**src/rtl/timeout_sched.sv**
```systemverilog
// Retransmission-timeout scheduler: coalesces timer expiries per flow and offers
// eligible flows round-robin to the timeout pipeline. Optional counters: TIMEOUT_SCHED_STATS_EN.
module timeout_sched #(
  parameter int NUM_FLOWS = 16,
  parameter int FID_W     = 4
) (
  input  logic             clk,
  input  logic             rst,
  input  logic             expire_valid,
  input  logic [FID_W-1:0] expire_fid,
  input  logic             cancel_valid,
  input  logic [FID_W-1:0] cancel_fid,
  output logic             out_valid,
  output logic [FID_W-1:0] out_fid,
  input  logic             out_ready,
  input  logic             done_valid,
  input  logic [FID_W-1:0] done_fid,
  output logic [FID_W:0]   pend_cnt
`ifdef TIMEOUT_SCHED_STATS_EN
  ,
  output logic [31:0]      stat_issued,
  output logic [31:0]      stat_coalesced
`endif
);

  typedef enum logic {
    EMPTY = 1'b0,
    FULL  = 1'b1
  } state_e;

  state_e                 state_q, state_d;
  logic [NUM_FLOWS-1:0]   pending_q, pending_d;
  logic [NUM_FLOWS-1:0]   inflight_q, inflight_d;
  logic [FID_W-1:0]       rr_q, rr_d;
  logic [FID_W-1:0]       fid_q, fid_d;
  logic [FID_W:0]         cnt_q, cnt_d;

  logic [NUM_FLOWS-1:0]   elig;
  logic                   sel_found;
  logic [FID_W-1:0]       sel_fid;
  logic                   load_en;
  logic                   do_load;

  // First set bit of vec at or after base, wrapping past the top index.
  function automatic logic [FID_W:0] rr_pick(input logic [NUM_FLOWS-1:0] vec,
                                             input logic [FID_W-1:0]     base);
    logic             found;
    logic [FID_W-1:0] idx;
    logic [FID_W-1:0] cand;
    found = 1'b0;
    idx   = '0;
    for (int i = 0; i < NUM_FLOWS; i++) begin
      cand = base + i[FID_W-1:0];
      if (!found && vec[cand]) begin
        found = 1'b1;
        idx   = cand;
      end
    end
    return {found, idx};
  endfunction

  function automatic logic [FID_W:0] popcount(input logic [NUM_FLOWS-1:0] vec);
    logic [FID_W:0] c;
    c = '0;
    for (int i = 0; i < NUM_FLOWS; i++) begin
      c = c + {{FID_W{1'b0}}, vec[i]};
    end
    return c;
  endfunction

  // Selection sees only registered state, never this cycle's expire/done.
  always_comb begin
    elig                 = pending_q & ~inflight_q;
    {sel_found, sel_fid} = rr_pick(elig, rr_q);
  end

  always_comb begin
    state_d = state_q;
    fid_d   = fid_q;
    rr_d    = rr_q;
    load_en = 1'b0;
    do_load = 1'b0;
    case (state_q)
      EMPTY:   load_en = 1'b1;
      FULL:    load_en = out_ready;
      default: load_en = 1'b0;
    endcase
    if (load_en) begin
      if (sel_found) begin
        do_load = 1'b1;
        state_d = FULL;
        fid_d   = sel_fid;
        rr_d    = sel_fid + {{(FID_W-1){1'b0}}, 1'b1};
      end else begin
        state_d = EMPTY;
      end
    end
  end

  // Expire is applied last so it beats both cancel and the issue-clear.
  always_comb begin
    pending_d  = pending_q;
    inflight_d = inflight_q;
    if (do_load) begin
      pending_d[sel_fid]  = 1'b0;
    end
    if (cancel_valid) begin
      pending_d[cancel_fid] = 1'b0;
    end
    if (expire_valid) begin
      pending_d[expire_fid] = 1'b1;
    end
    if (done_valid) begin
      inflight_d[done_fid] = 1'b0;
    end
    if (do_load) begin
      inflight_d[sel_fid] = 1'b1;
    end
    cnt_d = popcount(pending_d);
  end

  always_ff @(posedge clk or posedge rst) begin
    if (rst) begin
      state_q    <= EMPTY;
      pending_q  <= '0;
      inflight_q <= '0;
      rr_q       <= '0;
      fid_q      <= '0;
      cnt_q      <= '0;
    end else begin
      state_q    <= state_d;
      pending_q  <= pending_d;
      inflight_q <= inflight_d;
      rr_q       <= rr_d;
      fid_q      <= fid_d;
      cnt_q      <= cnt_d;
    end
  end

  assign out_valid = (state_q == FULL);
  assign out_fid   = fid_q;
  assign pend_cnt  = cnt_q;

`ifdef TIMEOUT_SCHED_STATS_EN
  logic [31:0] issued_q, issued_d;
  logic [31:0] coal_q, coal_d;

  always_comb begin
    issued_d = issued_q;
    coal_d   = coal_q;
    if (out_valid && out_ready && (issued_q != 32'hFFFF_FFFF)) begin
      issued_d = issued_q + 32'd1;
    end
    if (expire_valid && pending_q[expire_fid] && (coal_q != 32'hFFFF_FFFF)) begin
      coal_d = coal_q + 32'd1;
    end
  end

  always_ff @(posedge clk or posedge rst) begin
    if (rst) begin
      issued_q <= '0;
      coal_q   <= '0;
    end else begin
      issued_q <= issued_d;
      coal_q   <= coal_d;
    end
  end

  assign stat_issued    = issued_q;
  assign stat_coalesced = coal_q;
`else
  // Statistics disabled: no counters are built.
`endif

endmodule

```
**config.mk**
```make
export PLATFORM = sky130hd
export DESIGN_NAME = timeout_sched
export DESIGN_NICKNAME = d
export VERILOG_FILES = /design/src/rtl/timeout_sched.sv
export SDC_FILE = /design/constraint.sdc
export NUM_CORES = 1
export LEC_CHECK = 0
export BUFFER_PORTS_ARGS = -buffer_cell sky130_fd_sc_hd__buf_4
export CAP_MARGIN = 0
export CORE_MARGIN = 5
export CORE_UTILIZATION = 57
export CTS_CLUSTER_SIZE = 12
export DETAILED_ROUTE_END_ITERATION = 10
export PLACE_DENSITY = 0.84
export SETUP_SLACK_MARGIN = 0.5
export SKIP_LAST_GASP = 1
export SLEW_MARGIN = 40
export SYNTH_ARGS = -nofsm -noshare
export SYNTH_HDL_FRONTEND = slang
export SYNTH_SLANG_ARGS = --single-unit
```
**constraint.sdc**
```tcl
create_clock -name clk -period 7.07 [get_ports clk]
set_clock_uncertainty 0.1 [all_clocks]
set_input_delay 2.121 -clock clk [delete_from_list [all_inputs] [get_ports clk]]
set_output_delay 2.121 -clock clk [all_outputs]
set_load 0.03 [all_outputs]
```
# Word level (Yosys, flattened, before mapping)

Cells that the tools add are included.

Flip-flop bits (word level): 46
Word-level logic and storage cells: 187
Output and inout bits: 10
Input port bits: 18

Multiplexer cells: 80
$lt $le $gt $ge: 24
Reductions and logical operators: 35
Bitwise gates (word level): 11
Add/sub/neg operators: 31

Operators with widths:

| operator              | number |
|---|---|
| $lt A4 B5 Y1 const B  | 20 |
| $mux W16              | 5 |
| $and A16 B16 Y16      | 4 |
| $bmux W1 S4           | 16 |
| $mux W4               | 16 |
| $not A16 Y16          | 4 |
| $add A5 B1 Y5         | 11 |
| $mux W1               | 38 |
| $add A4 B4 Y4 const B | 8 |
| $or A16 B16 Y16       | 2 |
| $logic_and A1 B1 Y1   | 19 |
| $add A4 B3 Y4 const B | 4 |
| $demux W1 S4          | 4 |
| $ge A4 B1 Y1 const B  | 4 |
| $logic_not A1 Y1      | 15 |
| $add A4 B1 Y4 const B | 2 |
| $add A4 B2 Y4 const B | 2 |
| $add A4 B1 Y5         | 1 |
| $add A3 B1 Y4         | 1 |
| $add A2 B1 Y3         | 1 |
| $add A1 B1 Y2         | 1 |
| $pmux W1 S2           | 1 |
| $reduce_and A2 Y1     | 1 |
| $not A1 Y1            | 1 |

# Logic depth before layout (Yosys ltp)

Gate-level depths: netlist of the first run.

Depth in word-level cells: 76
Depth in mapped cells: 32
Gate-level depth less buffers: 29

# Worst setup path before layout of the first run

OpenSTA, ideal clock, no wires.

Kind: reg-to-reg
Start: reg rr_q[2]
End: reg cnt_q[4] (netlist: pend_cnt[4])
Required time: 6.906 ns
Arrival time: 7.613 ns
Slack: -0.708 ns
Buffers on the path: 3
Period minus slack after synthesis: 7.778 ns
Cell stages (with the launch flop): 31
Library setup time: 0.064 ns
Cell sequence: dfrtp_1 > buf_4 > inv_2 > clkbuf_1 > ha_1 > buf_2 > and4b_1 > or4_1 > a22oi_1 > nand2_1 > or3_4 > or2_4 > or4_1 > nand3_1 > o32a_1 > ha_1 > inv_1 > or3_1 > nor2_1 > o22ai_1 > fa_1 > fa_1 > fa_1 > inv_1 > fa_1 > inv_1 > ha_1 > inv_1 > fa_1 > nor2b_1 > o21a_1

Elaborated cells on any way between the ends: 138
Classes of those cells: add/sub: 30; order compare: 2; mux: 71; bitwise: 4; reduce/logical: 31

RTL lines:

| item                                                                      | RTL line | RTL |
|---|---|---|
| start, declared                                                           | 34       | `logic [FID_W-1:0] rr_q, rr_d;` |
| start signal, assigned                                                    | 134      | `rr_q <= rr_d;` |
| parallel branches: the longest is 47 deep, another holds $add A4 B1 Y4    | -        |  |
| $mux W4 *                                                                 | 54       | `if (!found && vec[cand]) begin` |
| net sel_fid[0]                                                            | 40       | `logic [FID_W-1:0] sel_fid;` |
| $lt A4 B5 Y1 (implied by the code) / $ge A4 B1 Y1 (equally long branches) | 105      | `pending_d[sel_fid] = 1'b0;` |
| $logic_and A1 B1 Y1 (implied by the code)                                 | 105      |  |
| $mux W1 (implied by the code)                                             | 105      |  |
| $demux W1 S4 *                                                            | 105      |  |
| $not A16 Y16 (no line) *                                                  | -        |  |
| $and A16 B16 Y16 (no line) *                                              | -        |  |
| $mux W16 *                                                                | 104      | `if (do_load) begin` |
| $and A16 B16 Y16 (no line)                                                | -        |  |
| $mux W16 *                                                                | 107      | `if (cancel_valid) begin` |
| $or A16 B16 Y16 (no line)                                                 | -        |  |
| $mux W16 *                                                                | 110      | `if (expire_valid) begin` |
| net pending_d[5]                                                          | 32       | `logic [NUM_FLOWS-1:0] pending_q, pending_d;` |
| $add A5 B1 Y5 * (11 in series)                                            | 66       | `c = c + {{FID_W{1'b0}}, vec[i]};` |
| net cnt_d[4]                                                              | 36       | `logic [FID_W:0] cnt_q, cnt_d;` |
| end signal, assigned                                                      | 136      | `cnt_q <= cnt_d;` |
| end, declared                                                             | 36       |  |

Mark *: on every way through the listed nets, which the timed path passes. The select of a mux whose other input is x is not followed.
A chain may end at the register's enable or synchronous reset.

# Worst setup path after layout of the first run

Start: reg rr_q[1]
End: reg cnt_q[1] (netlist: pend_cnt[1])

Elaborated cells on any way between the ends: 138
Classes of those cells: add/sub: 30; order compare: 2; mux: 71; bitwise: 4; reduce/logical: 31

RTL lines:

| item                                                                      | RTL line |
|---|---|
| parallel branches: the longest is 47 deep, another holds $add A4 B1 Y4    | - |
| $mux W4 *                                                                 | 54 |
| net sel_fid[0]                                                            | 40 |
| $lt A4 B5 Y1 (implied by the code) / $ge A4 B1 Y1 (equally long branches) | 105 |
| $logic_and A1 B1 Y1 (implied by the code)                                 | 105 |
| $mux W1 (implied by the code)                                             | 105 |
| $demux W1 S4 *                                                            | 105 |
| $not A16 Y16 (no line) *                                                  | - |
| $and A16 B16 Y16 (no line) *                                              | - |
| $mux W16 *                                                                | 104 |
| $and A16 B16 Y16 (no line)                                                | - |
| $mux W16 *                                                                | 107 |
| $or A16 B16 Y16 (no line)                                                 | - |
| $mux W16 *                                                                | 110 |
| net pending_d[15]                                                         | 32 |
| $add A5 B1 Y5 *                                                           | 66 |
| net cnt_d[1]                                                              | 36 |

Marked as above.

==> results.tsv, run 1 <==
metric	value	unit
status	finished with violations	
violations	negative setup slack	
io_pins	28	
syn_area_per_cell	8.839	um^2
multi_input_area	4008	um^2
tightest_slew	0.7608	ns
die_area	10850	um^2
yosys_warnings	0	
synth_top_cell_by_area	dfrtp_1	
globalRouteTotalUtil	33.47	%
synth_edf_count	0	
chipHeight	104.2	um
antenna_found_initial	0	
yosys-top-cells-area	dfrtp_1, mux4_2, o21ai_0, mux2i_1, fa_1	
portBuffers	27	
synthArstFlopShare	100.0	%
htreeDepth	2	
relSlewSlack	49.18	%
fp-row-count	34	
cp.arrival	7.42	ns
gp_congestion	0.9885	
path_delay_family	adder cells	
cts-buffers-inserted	5	
ff_latch_area	1155	um^2
synthCells	572	
slowest_stage	fa_1	
maxCapViolCount	0	
postSynthNetCount	616	
rsz0062_at_grt	yes	
vias_per_cell	6.975	
drtIter0Drc	495	
cts-root-buf	clkbuf_8	
cpMostUsedCell	inv_2	
slowest_delay	0.57	ns
critPathKind	reg -> reg	
setup_ws	-0.2394	ns
grt_pass1_vias	5686	
synth.top_cell.area_share	22.77	%
most-common-layout-cells	buf_4, o21ai_0, nand2_1, dfrtp_1, nor2_1	
cts_buffer_depth	2	
finalHoldViolCount	0	
min_path_type	reg -> reg	
wirelength	19230	um
required	7.18	ns
report.final.slew_viol_count	0	
gr-total-overflow	0	
hpwl	13880	um
r2r_slack	-0.24	ns
antenna_cells	0	
clk_pin_slew	0.09	ns
period_share	103.4	%
fmax	0.1368	GHz
die_x	104.2	um
clock_latency	0.30	ns
dr.pass1.iters	5	
grt_max_degree	47	
startpoint_type	flip-flop	
synth_seq_area_share	22.77	%
critPathCaptureType	flip-flop	
area_growth	30.46	%
start_util	58.26	%
cp_num_buf_inv	8	
drive_above_1_share	38.71	%
num-fill-cells	587	
drc	0	
cp_max_fo	6	
synth_cell_types	68	
synth_top_flop_cell	dfrtp_1	
synth_area	5056	um^2
coreArea	8678	um^2
fin_setup_tns	-0.8138	ns
nNetsFinal	738	
final_common_cell	buf_4	
vias	5601	
cts_tree	yes	
clock-sinks	46	
postRouteAntennaNets	0	
setup_violations	4	
postCtsHoldBufs	0	
period_needed	7.309	ns
grt_pass1_wl	29330	um
post_drt_wl_per_cell	23.94	um
synth-seq-cells	46	
## worst paths after layout
check,cells past startpoint,startpoint,end
max in group asynchronous,2,rst,rr_q[1]
min,2,out_fid[2],out_fid[2]
min reg2reg,2,out_fid[2],out_fid[2]
min in group asynchronous,2,rst,pend_cnt[2]
max reg2reg,27,rr_q[1],pend_cnt[1]
max,27,rr_q[1],pend_cnt[1]
## cell type report
cell class	count	share of cell area, %
timing repair buffer	138	15.93
sequential	46	17.51
tap	108	2.049
clock inverter	2	0.5690
inverter	32	2.086
clock buffer	6	1.100
multi-input combinational	471	60.75
## kinds of logic (layout without fill, tap and decap cells)
| group | Yosys count | after routing | share of synthesized area (%) |
|---|---|---|---|
| AND/OR/NAND/NOR | 196 | 196 | 20.47 |
| XOR/XNOR | 14 | 14 | 2.425 |
| AO/OA/AOI/OAI | 167 | 167 | 20.69 |
| multiplexers | 68 | 68 | 21.01 |
| flip-flops | 46 | 46 | 22.77 |
| adder cells (fa/ha/maj) | 26 | 26 | 7.919 |
| buffers and inverters | 55 | 178 | 4.726 |
## flip-flops by register name, summed over array words and instances, names as in the netlist
register	cells
out_fid	4
rr_q	4
pend_cnt	5
inflight_q	16
out_valid	1
pending_q	16
## Yosys cell counts, drive strengths merged (7+ instances only)
| cell type | number |
|---|---|
| o21ai | 70 |
| nand2 | 53 |
| dfrtp | 46 |
| nor2 | 39 |
| inv | 31 |
| mux4 | 29 |
| mux2i | 27 |
| nand2b | 25 |
| o22ai | 22 |
| nor2b | 20 |
| a21oi | 19 |
| nand3 | 17 |
| ha | 16 |
| buf | 14 |
| mux2 | 12 |
| xnor2 | 11 |
| fa | 10 |
| clkbuf | 9 |
| a2111oi | 7 |
| nand3b | 7 |
| or3 | 7 |
## worst register-to-register path: stages (launching register included)
cell and delay, ns:
dfrtp_2 0.42, clkinv_4 0.09, ha_4 0.29, buf_6 0.13
and4b_1 0.16, or4_4 0.52, a22oi_2 0.20, nand2_2 0.08
or3_4 0.35, or4_4 0.53, nor3_1 0.25, o32a_1 0.31
buf_4 0.16, ha_4 0.13, inv_2 0.04, or3_4 0.39
nor2_4 0.13, o22ai_2 0.09, fa_1 0.54, fa_1 0.47
fa_1 0.57, inv_2 0.05, fa_2 0.43, inv_2 0.08
ha_4 0.13, inv_2 0.04, fa_2 0.52, inv_2 0.03
## per-stage QoR
| stage | area (um^2) | util (%) | std cells | worst slack, ns | hold slack [ns] |
|---|---|---|---|---|---|
| after floorplan | 5216 | - | 572 | -0.1662 | 0.3702 |
| after global placement | 6096 | 70.24 | 778 | -0.02542 | 0.3662 |
| after detailed placement | 6098 | 70.27 | 778 | -0.1848 | 0.3744 |
| after CTS | 6454 | 74.37 | 799 | -0.05273 | 0.3943 |
| after global routing | 6596 | 76.01 | 803 | -0.4824 | 0.4182 |
| final | 6596 | 76.01 | 803 | -0.2394 | 0.3950 |
## routing by layer
layer / up-vias / global-route usage, % / wire length [um]
li1: 2378 / - / -
met1: 2665 / 38.39 / 6661
met4: 0 / 24.88 / 1587
met2: 420 / 56.83 / 9423
met5: - / 0 / 0
met3: 138 / 4.097 / 1553
## repair_timing
item | 4_1_cts | 5_1_grt
setup buffers | 13 | 4
resized for setup | 35 | 26
setup endpoints to repair | 5 | 5
pin swaps | 27 | 26
Power of run 1 is not shown: default switching activity piles up to over one toggle a cycle in this logic, so the estimate is an artifact.
==> run 2: changes to the inputs <==
SETUP_SLACK_MARGIN = unset   (was 0.5)
==> run 2 against run 1 <==
The run still ends with negative setup slack left. Non-clock buffer count is 18 higher. Count of clock-buffer cells in the layout stayed put. Die area stayed put. First-iteration DRC count is 46% higher. Wire length is 1.1% lower. Register-to-register slack worse by 0.02 ns. Largest cell class unchanged. Global-route usage is 0.61 points higher. Sequential share of layout area is 0.41 points lower. Fmax is 0.30% lower.
==> results.tsv, run 2 (same netlist as run 1, synthesis figures left out) <==
metric	value	unit
status	finished with violations	
violations	negative setup slack	
preCtsSetupSlack	-0.2308	ns
postRouteAntennaNets	0	
fmax	0.1364	GHz
setup_violations	4	
r2r_slack	-0.26	ns
min_path_type	reg -> reg	
io_pins	28	
fin_setup_tns	-0.8431	ns
hpwl	14340	um
critPathKind	reg -> reg	
fp-row-count	34	
start_util	58.26	%
critPathCaptureType	flip-flop	
dr.pass1.iters	8	
grt_pass1_vias	5650	
clk_pin_slew	0.09	ns
worstRegToRegCells	27	
period_share	103.7	%
globalRouteTotalUtil	34.08	%
gr-total-overflow	0	
clock-sinks	46	
cts-root-buf	clkbuf_8	
startpoint_type	flip-flop	
nNetsFinal	756	
coreArea	8678	um^2
postCtsHoldBufs	0	
relSlewSlack	60.84	%
vias	5664	
vias_per_cell	6.899	
die_area	10850	um^2
cts_tree	yes	
drc	0	
period_needed	7.332	ns
antenna_found_initial	0	
cp-startpoint	rr_q[2]	
rsz0062_at_grt	yes	
chipHeight	104.2	um
regToRegEndpoint	pend_cnt[4]	
cts-buffers-inserted	5	
grt_pass1_wl	29970	um
die_x	104.2	um
clock_latency	0.30	ns
worstSetupEndpoint	pend_cnt[4]	
grt_max_degree	47	
drtIter0Drc	724	
tightest_slew	0.5862	ns
htreeDepth	2	
post_drt_wl_per_cell	23.17	um
antenna_cells	0	
maxCapViolCount	0	
cts_buffer_depth	2	
final_common_cell	buf_4	
portBuffers	27	
report.final.slew_viol_count	0	
most-common-layout-cells	buf_4, o21ai_0, nand2_1, dfrtp_1, nor2_1	
gp_congestion	1.055	
r2r_start	rr_q[2]	
finalHoldViolCount	0	
wirelength	19020	um
postLayoutCoreUtil	77.83	%
cp_max_fo	4	
drive_above_1_share	40.39	%
required	7.21	ns
setup_ws	-0.2616	ns
area_growth	33.58	%
cp.arrival	7.47	ns
## run 2: area by class of cell
class	instances	area (um^2)
Multi-Input combinational cell	471	4025
Fill cell	568	1924
Timing Repair Buffer	156	1191
Sequential cell	46	1155
Inverter	32	137.6
Tap cell	108	135.1
Clock buffer	6	72.57
Clock inverter	2	37.54
## run 2: critical path, cell delays in order (launching register included)
cell	delay, ns
dfrtp_2	0.46
inv_8	0.07
ha_4	0.22
inv_4	0.08
mux4_2	0.52
mux4_2	0.52
nand4b_1	0.25
buf_4	0.19
or2_4	0.26
or4_4	0.44
nand3_4	0.11
o32a_1	0.23
ha_2	0.22
inv_2	0.05
or3_4	0.42
nor2_4	0.14
o22ai_4	0.09
fa_1	0.53
fa_1	0.45
fa_1	0.54
inv_1	0.05
fa_1	0.43
inv_1	0.08
ha_2	0.18
inv_2	0.04
fa_2	0.36
nor2b_1	0.11
o21a_1	0.13
## run 2: worst min path at each step
stage / start / to / cells after the start
4_1_cts: out_fid[0] / out_fid[0] / 2
2_1_floorplan: inflight_q[2] / inflight_q[2] / 2
3_5_place_dp: out_fid[0] / out_fid[0] / 2
6_report: out_fid[3] / out_fid[3] / 2
5_1_grt: out_fid[1] / out_fid[1] / 2
3_3_place_gp: out_fid[0] / out_fid[0] / 2
## run 2: through the flow
stage	hold slack, ns	cell area, um^2	instances
finish	0.4044	6754	821
global route	0.4553	6754	821
CTS	0.3906	6618	815
detailed placement	0.3718	6228	795
global placement	0.3653	6226	795
floorplan	0.3702	5206	572
## run 2: layer usage
metal / vias to the layer above / global-route usage [%] / share of wire, % / wire (um)
met2: 414 / 59.29 / 50 / 9453
met4: 0 / 18.22 / 6.6 / 1254
met5: - / 0 / 0 / 0
met3: 115 / 4.966 / 8.8 / 1678
li1: 2419 / - / - / -
met1: 2716 / 40.43 / 35 / 6633
## run 2: repair_timing
item                       4_1_cts  5_1_grt
buffers inserted                12        6
gates resized for setup         40       22
pin swaps                       27       27
setup endpoints to repair        4        4
Power of run 2 is left out for the same reason.
